**src/rtl/uart_tx_pkg.sv**
```systemverilog
// uart_tx_pkg: shared state encoding and line-select constants for the UART TX frame controller
package uart_tx_pkg;

    typedef enum logic [2:0] {
        IDLE   = 3'd0,
        START  = 3'd1,
        DATA   = 3'd2,
        PARITY = 3'd3,
        STOP   = 3'd4
    } state_t;

    localparam logic [1:0] MUX_START = 2'b00;
    localparam logic [1:0] MUX_STOP  = 2'b01;
    localparam logic [1:0] MUX_DATA  = 2'b10;
    localparam logic [1:0] MUX_PAR   = 2'b11;

endpackage

```
**src/rtl/uart_tx_parity_calc.sv**
```systemverilog
// uart_tx_parity_calc: combinational parity of the data byte, even (typ=0) or odd (typ=1)
module uart_tx_parity_calc #(
    parameter int DATA_SIZE = 8
) (
    input  logic [DATA_SIZE-1:0] data,
    input  logic                 par_typ,
    output logic                 par_bit
);

    assign par_bit = (^data) ^ par_typ;

endmodule

```
**src/rtl/uart_tx_frame_ctrl.sv**
```systemverilog
// uart_tx_frame_ctrl: UART TX frame sequencer (start, data, optional parity, stop) with DATA watchdog.
// Parity state, latch and calculator exist only when UART_TX_PARITY_EN is defined.
module uart_tx_frame_ctrl
    import uart_tx_pkg::*;
#(
    parameter int DATA_SIZE  = 8,
    parameter int WDOG_SLACK = 2
) (
    input  logic                 CLK_FSM,
    input  logic                 RST_FSM,
    input  logic [DATA_SIZE-1:0] P_DATA_FSM,
    input  logic                 Data_Valid_FSM,
    input  logic                 PAR_EN_FSM,
    input  logic                 PAR_TYP_FSM,
    input  logic                 ser_done_FSM,
    input  logic                 ser_data_FSM,
    output logic                 ser_en_FSM,
    output logic [1:0]           mux_sel_FSM,
    output logic                 Busy_FSM,
    output logic                 TX_OUT_FSM,
    output logic                 frame_err_FSM
);

    localparam int WDOG_LIMIT = DATA_SIZE + WDOG_SLACK;
    localparam int WW         = $clog2(WDOG_LIMIT + 1);

    state_t        state, state_nx;
    logic [WW-1:0] wdog;
    logic          wdog_hit, abort, par_bit, par_en, mux_line;

`ifdef UART_TX_PARITY_EN
    logic par_calc;

    uart_tx_parity_calc #(.DATA_SIZE(DATA_SIZE)) u_parity (
        .data    (P_DATA_FSM),
        .par_typ (PAR_TYP_FSM),
        .par_bit (par_calc)
    );

    // capture parity bit and enable at accept so later input changes cannot disturb the frame
    always_ff @(posedge CLK_FSM or negedge RST_FSM) begin
        if (!RST_FSM) begin
            par_bit <= 1'b0;
            par_en  <= 1'b0;
        end else if (state == IDLE && Data_Valid_FSM) begin
            par_bit <= par_calc;
            par_en  <= PAR_EN_FSM;
        end
    end
`else
    logic unused_par;
    assign unused_par = ^{P_DATA_FSM, PAR_EN_FSM, PAR_TYP_FSM};
    assign par_bit    = 1'b0;
    assign par_en     = 1'b0;
`endif

    // last permitted DATA cycle; ser_done in the same cycle still takes priority
    assign wdog_hit = (wdog == WW'(WDOG_LIMIT - 1));
    assign abort    = (state == DATA) && !ser_done_FSM && wdog_hit;

    // state register
    always_ff @(posedge CLK_FSM or negedge RST_FSM) begin
        if (!RST_FSM) state <= IDLE;
        else          state <= state_nx;
    end

    // DATA-cycle watchdog, zero whenever the next cycle is not a continuing DATA cycle
    always_ff @(posedge CLK_FSM or negedge RST_FSM) begin
        if (!RST_FSM) wdog <= '0;
        else          wdog <= (state == DATA && state_nx == DATA) ? wdog + 1'b1 : '0;
    end

    // registered line and abort pulse; TX follows the mux one cycle behind the state
    always_ff @(posedge CLK_FSM or negedge RST_FSM) begin
        if (!RST_FSM) begin
            TX_OUT_FSM    <= 1'b1;
            frame_err_FSM <= 1'b0;
        end else begin
            TX_OUT_FSM    <= mux_line;
            frame_err_FSM <= abort;
        end
    end

    // next state and Moore outputs decoded from the state register
    always_comb begin
        state_nx = state;
        case (state)
            IDLE:    state_nx = Data_Valid_FSM ? START : IDLE;
            START:   state_nx = DATA;
            DATA:    state_nx = ser_done_FSM ? (par_en ? PARITY : STOP) : (wdog_hit ? STOP : DATA);
            PARITY:  state_nx = STOP;
            STOP:    state_nx = IDLE;
            default: state_nx = IDLE;
        endcase
        ser_en_FSM  = (state == DATA);
        Busy_FSM    = (state != IDLE);
        mux_sel_FSM = (state == START)  ? MUX_START :
                      (state == DATA)   ? MUX_DATA  :
                      (state == PARITY) ? MUX_PAR   : MUX_STOP;
        mux_line    = (mux_sel_FSM == MUX_START) ? 1'b0         :
                      (mux_sel_FSM == MUX_DATA)  ? ser_data_FSM :
                      (mux_sel_FSM == MUX_PAR)   ? par_bit      : 1'b1;
    end

endmodule

```
**config.mk**
```make
export PLATFORM = sky130hd
export DESIGN_NAME = uart_tx_frame_ctrl
export DESIGN_NICKNAME = d
export VERILOG_FILES = /design/src/rtl/uart_tx_pkg.sv /design/src/rtl/uart_tx_parity_calc.sv /design/src/rtl/uart_tx_frame_ctrl.sv
export SDC_FILE = /design/constraint.sdc
export NUM_CORES = 1
export LEC_CHECK = 0
export ABC_AREA = 1
export CAP_MARGIN = 20
export CORE_AREA = 2 2 39 41
export DETAILED_ROUTE_END_ITERATION = 10
export DIE_AREA = 0 0 41 43
export PLACE_DENSITY = 0.67
export SYNTH_ARGS = -nofsm -noshare
export SYNTH_HDL_FRONTEND = slang
export SYNTH_SLANG_ARGS = --single-unit
```
**constraint.sdc**
```tcl
create_clock -name CLK_FSM -period 1.45 [get_ports CLK_FSM]
set_clock_uncertainty 0.15 [all_clocks]
set_input_delay 0.29 -clock CLK_FSM [delete_from_list [all_inputs] [get_ports CLK_FSM]]
set_output_delay 0.29 -clock CLK_FSM [all_outputs]
set_load 0.01 [all_outputs]
```
=== After elaboration in Yosys (flattened, before gate mapping) ===
Cells that the tools add are included.

* Add/subtract/negate cells: 1
* Eq/ne operators: 7
* Muxes and demuxes: 11
* Reductions and logical operators: 7

{| class="wikitable"
|+ Operators with widths
! kind !! count
|-
| 3-bit one-hot mux with 4 select lines || 1
|-
| 3-bit by 2-bit equality test with 1-bit output (second input constant) || 3
|-
| 2-bit 2-to-1 mux || 3
|-
| 3-bit 2-to-1 mux || 2
|-
| 4-bit by 1-bit adder with 4-bit output (second input constant) || 1
|-
| 2-bit equality test (second input constant) || 2
|-
| 4-bit equality test (second input constant) || 1
|-
| 1-bit 2-to-1 mux || 4
|-
| 4-bit 2-to-1 mux || 1
|-
| 3-bit by 1-bit equality test with 1-bit output (second input constant) || 1
|-
| 1-bit logical AND || 3
|-
| 3-bit zero test || 1
|-
| 3-bit nonzero test || 1
|-
| 2-bit zero test || 1
|-
| 1-bit zero test || 1
|}

* Flip-flop bits (word level): 9
* Bits of input ports: 15
* Output and inout port bits: 6

=== Depth between registers and ports, before layout ===
Gate-level depths: netlist (run 1).

* Word-level depth: 8
* Gate-level depth with buffers: 5

=== Worst setup path after synthesis (run 1) ===
OpenSTA, ideal clock, no wires.

* Path type: register -> output
* From: register state[2]
* To: output port mux_sel_FSM[0]
* Data arrival time: 0.776 ns
* Setup slack: 0.234 ns
* Cell stages (with the launch flop): 5
* Path buffers: 0
* Cell sequence: dfrtp_1 -> nor2_4 -> nand2_2 -> nand2_1 -> inv_1

* Cells in the longest elaborated chain, start to end: 3
* Elaborated cells between the ends (all ways): 4

{| class="wikitable"
|+ RTL lines
! element !! RTL line !! source
|-
| start: declaration || uart_tx_frame_ctrl.sv:27 || <nowiki>state_t state, state_nx;</nowiki>
|-
| start signal: assignment || uart_tx_frame_ctrl.sv:64 || <nowiki>else state <= state_nx;</nowiki>
|-
| 3-bit by 2-bit equality test with 1-bit output || uart_tx_frame_ctrl.sv:98 || <nowiki>(state == DATA) ? MUX_DATA :</nowiki>
|-
| 2-bit 2-to-1 mux || uart_tx_frame_ctrl.sv:98 ||
|-
| 2-bit 2-to-1 mux * || uart_tx_frame_ctrl.sv:97 || <nowiki>mux_sel_FSM = (state == START) ? MUX_START :</nowiki>
|-
| end: declaration || uart_tx_frame_ctrl.sv:18 || <nowiki>output logic [1:0] mux_sel_FSM,</nowiki>
|}

Every way passes the cells marked *; elsewhere a longest branch is shown, timed or not.

=== Worst setup path after layout (run 1) ===
Same ends and word-level chain as after synthesis.

==> results.json, run 1 <==
{
  "area.growth.synth_to_final_pct": 47.3,
  "vdd.ir_drop.worst_mv": 0.889,
  "failing_checks": "setup timing",
  "synth.area.mux_share_pct": 0,
  "die_h_um": 43,
  "synth_compound_gate_area_share_pct": 2.87,
  "die-area_um2": 1760,
  "yosys.area_share.adder_pct": 5.73,
  "leakage_dissipation_nw": 0.320,
  "timing.setup.critical_path_class": "flop to output pin",
  "cts_hold_buf": 0,
  "detail_route.iter0.violations": 13,
  "ant_nets": 0,
  "critical_path.endpoint_type": "output pin",
  "outcome": "finished with violations",
  "grt_first_pass_wirelength_um": 1410,
  "yosys_register_bits": 9,
  "fraction_of_the_yosys_area_taken_by_sequential_cells_pct": 51.9,
  "timing.critical_path.required_ns": 1.01,
  "synth_area_leaders": "sky130_fd_sc_hd__dfrtp_1 46%, sky130_fd_sc_hd__nand3_4 8.0%, sky130_fd_sc_hd__dfstp_2 6.0%",
  "avgViaCountPerCell": 4.30,
  "cts_root_buf": "sky130_fd_sc_hd__clkbuf_4",
  "routed_wl_um": 799,
  "finalCriticalPeriod_ns": 1.53,
  "synthesized_area_um2": 437,
  "critPathLaunch": "state[2]",
  "layout.nets": 85,
  "gp_routability_congestion": 0.632,
  "tightest_slew_ns": 0.417,
  "antennaDiodeCount": 0,
  "timing.critical_path.fanout_max": 3,
  "flop_to_flop_setup_slack_ns": 0.23,
  "grt_setup_unrepaired": "true",
  "post_synth_num_cell_types": 17,
  "post_synth_and_or_nand_nor_area_fraction_pct": 29.8,
  "detail_route.wl_per_cell_um": 9.63,
  "antenna_found_initial": 0,
  "reg2reg_to": "wdog[2]",
  "power.density_cell_area_nw_per_um2": 1640,
  "hp-class": "input port to async pin",
  "totalNegativeSetupSlack_ns": -0.178,
  "floorplan.die.width_um": 41,
  "internal-power_w": 0.000692,
  "whs_ns": 0.178,
  "cp.arrival_ns": 1.09,
  "fmax_mhz": 652,
  "post_detailed_route_drc_marker_count": 0,
  "dr_total_vias": 357,
  "timing.final.ws_setup_ns": -0.0837,
  "std_cell_core_area_um2": 1380,
  "multi_input_area_um2": 181,
  "clock_power_share_pct": 18.2,
  "detailedRoute.firstPassIterationCount": 4,
  "timing.reg2reg.worst_path_depth": 4,
  "groute.usage.overall_pct": 12.3,
  "largest_family_of_logic_cells_by_synthesized_area": "simple AND/OR/NAND/NOR gates",
  "ys.warnings.count": 0,
  "overall_power_after_layout_w": 0.00105,
  "finish.utilization_pct": 46.5,
  "synth-xor-area-share_pct": 2.01,
  "filler_cell_count": 140,
  "boundaryPins": 21,
  "cts.clk_slew.worst_paths_ns": 0.06,
  "dp_hpwl_um": 580,
  "pwr-share-comb_pct": 48.2,
  "max_cap_viol_count": 0,
  "clock_insertion_delay_worst_skew_ns": 0.26,
  "tritoncts": "done",
  "tritoncts_num_sinks": 9,
  "final_setup_violation_count": 4,
  "floorplan.initialDensity_pct": 31.6,
  "critPathLaunchType": "flop",
  "max-clock-path-buffers": 2,
  "post-synth-top-area-cell": "sky130_fd_sc_hd__dfrtp_1",
  "timing.max_slew.rel_slack_pct": 72.1,
  "grt_max_degree": 10,
  "sequentialPowerShare_pct": 33.6,
  "cts_htree_levels": 1,
  "syn-instance-count": 43,
  "area.sequential_um2": 226,
  "globalRoute.totalOverflow": 0,
  "avg_cell_area_syn_um2": 10.2,
  "rows": 14,
  "grt_pass1_vias": 377,
  "count_of_endpoints_failing_hold_in_the_final_timing_report": 0,
  "power.share.switching_pct": 34.3,
  "report.final.slew_viol_count": 0,
  "syn-num-nets": 60,
  "layout-drive-gt1-share_pct": 44.8,
  "switchingPower_w": 0.000361,
  "min_period_over_period_pct": 106,
  "timing.rr.start": "wdog[0]",
  "port-buffer-count": 10,
  "inserted_clock_buffers": 3,
  "synth_top_cell_area_share_pct": 45.8
}
## synth_stat cells
| cell | number |
|---|---|
| sky130_fd_sc_hd__o21ai_0 | 1 |
| sky130_fd_sc_hd__nand2_2 | 1 |
| sky130_fd_sc_hd__a21boi_1 | 1 |
| sky130_fd_sc_hd__inv_2 | 2 |
| sky130_fd_sc_hd__nor2_2 | 2 |
| sky130_fd_sc_hd__nor2_1 | 4 |
| sky130_fd_sc_hd__inv_1 | 7 |
| sky130_fd_sc_hd__nand3_1 | 3 |
| sky130_fd_sc_hd__nand3_4 | 2 |
| sky130_fd_sc_hd__nor2_4 | 1 |
| sky130_fd_sc_hd__nor3_2 | 1 |
| sky130_fd_sc_hd__ha_1 | 2 |
| sky130_fd_sc_hd__nand2_1 | 5 |
| sky130_fd_sc_hd__dfrtp_1 | 8 |
| sky130_fd_sc_hd__dfstp_2 | 1 |
| sky130_fd_sc_hd__nand4_1 | 1 |
| sky130_fd_sc_hd__xnor2_1 | 1 |
## area by class of cell
cell class	count	area share, %
flip-flops and latches	9	35.2
multi-input cells	25	28.2
repair buffers	20	24.1
inverters	9	5.25
clock buffers	4	4.09
well taps	16	3.11
## critical path, cell delays in order, from the launching register on
cell,delay [ns]
sky130_fd_sc_hd__dfrtp_1,0.43
sky130_fd_sc_hd__nor2_4,0.11
sky130_fd_sc_hd__nand2_2,0.06
sky130_fd_sc_hd__nand2_1,0.07
sky130_fd_sc_hd__inv_1,0.04
sky130_fd_sc_hd__buf_2,0.13
## metrics by stage
step                worst slack [ns]  instances  area [um2]
floorplan                      0.234         43         437
CTS                          -0.0964         83         649
global route                  -0.167         83         643
global placement              -0.181         76         609
detailed placement            -0.176         76         609
finish                       -0.0837         83         643
## cells by family (layout without fill, tap and decap cells)
logic type	count (synthesis)	count (layout)
XOR/XNOR	1	1
flip-flops	9	9
AND/OR/NAND/NOR	20	20
adder cells (fa/ha/maj)	2	2
buffers and inverters	9	33
AO/OA/AOI/OAI	2	2
## routing by layer
layer | part of all wire (%) | up-vias | global-route usage, %
met5 | 0 | - | 0
met1 | 42 | 163 | 13.7
met4 | 0 | 0 | 8.00
met3 | 5.6 | 0 | 3.66
li1 | - | 184 | -
met2 | 53 | 10 | 19.1
## placed cells by master, fill, tap and decap left out
cell | synthesis | routed
sky130_fd_sc_hd__buf_4 | 0 | 10
sky130_fd_sc_hd__dfrtp_1 | 8 | 8
sky130_fd_sc_hd__inv_1 | 7 | 6
sky130_fd_sc_hd__nand2_1 | 5 | 5
sky130_fd_sc_hd__nor2_1 | 4 | 4
sky130_fd_sc_hd__clkdlybuf4s50_1 | 0 | 4
sky130_fd_sc_hd__buf_2 | 0 | 4
sky130_fd_sc_hd__inv_2 | 2 | 3
sky130_fd_sc_hd__clkbuf_4 | 0 | 3
sky130_fd_sc_hd__nand3_1 | 3 | 2
sky130_fd_sc_hd__nand3_4 | 2 | 2
sky130_fd_sc_hd__nor2_2 | 2 | 2
sky130_fd_sc_hd__ha_1 | 2 | 2
sky130_fd_sc_hd__dfstp_2 | 1 | 1
sky130_fd_sc_hd__nor2_4 | 1 | 1
sky130_fd_sc_hd__nand2_2 | 1 | 1
sky130_fd_sc_hd__nand3_2 | 0 | 1
sky130_fd_sc_hd__a21boi_1 | 1 | 1
sky130_fd_sc_hd__xnor2_1 | 1 | 1
sky130_fd_sc_hd__nand4_1 | 1 | 1
sky130_fd_sc_hd__o21ai_0 | 1 | 1
sky130_fd_sc_hd__nor3_2 | 1 | 1
sky130_fd_sc_hd__clkbuf_1 | 0 | 1
sky130_fd_sc_hd__dlygate4sd2_1 | 0 | 1
sky130_fd_sc_hd__buf_6 | 0 | 1
## registers in the layout, indices dropped and copies added (netlist names)
signal and count:
frame_err_FSM 1, TX_OUT_FSM 1, wdog 4, state 3
## how the worst max path moves through the flow
stage / end / slack (ns)
finish: mux_sel_FSM[0] / -0.08
global route: mux_sel_FSM[0] / -0.17
CTS: mux_sel_FSM[0] / -0.1
floorplan: mux_sel_FSM[0] / 0.23
global placement: ser_en_FSM / -0.18
detailed placement: mux_sel_FSM[0] / -0.18
## repair_timing
action,4_1_cts,5_1_grt
setup buffers,3,0
resized for setup,23,1
pin swaps,1,1
gates cloned,0,0
endpoints found under the setup margin,6,5
## power by group through the flow
| stage | clock network [W] | logic [W] | registers (W) |
|---|---|---|---|
| after detailed placement | 0 | 0.000510 | 0.000353 |
| final | 0.000192 | 0.000508 | 0.000354 |
| after floorplan | 0 | 0.000202 | 0.000354 |
| after CTS | 0.000205 | 0.000519 | 0.000356 |
| after global routing | 0.000218 | 0.000565 | 0.000359 |
| after global placement | 0 | 0.000508 | 0.000352 |
Note: power is estimated with default switching activity, not from simulation.
==> inputs of run 2 (changes only) <==
--- a/config.mk
+++ b/config.mk
@@ -11,6 +11,7 @@
 export DETAILED_ROUTE_END_ITERATION = 10
 export DIE_AREA = 0 0 41 43
 export PLACE_DENSITY = 0.67
+export SKIP_LAST_GASP = 1
 export SYNTH_ARGS = -nofsm -noshare
 export SYNTH_HDL_FRONTEND = slang
 export SYNTH_SLANG_ARGS = --single-unit
==> results of run 2 <==
No change in the layout: final DEF, timing and power equal those of run 1.
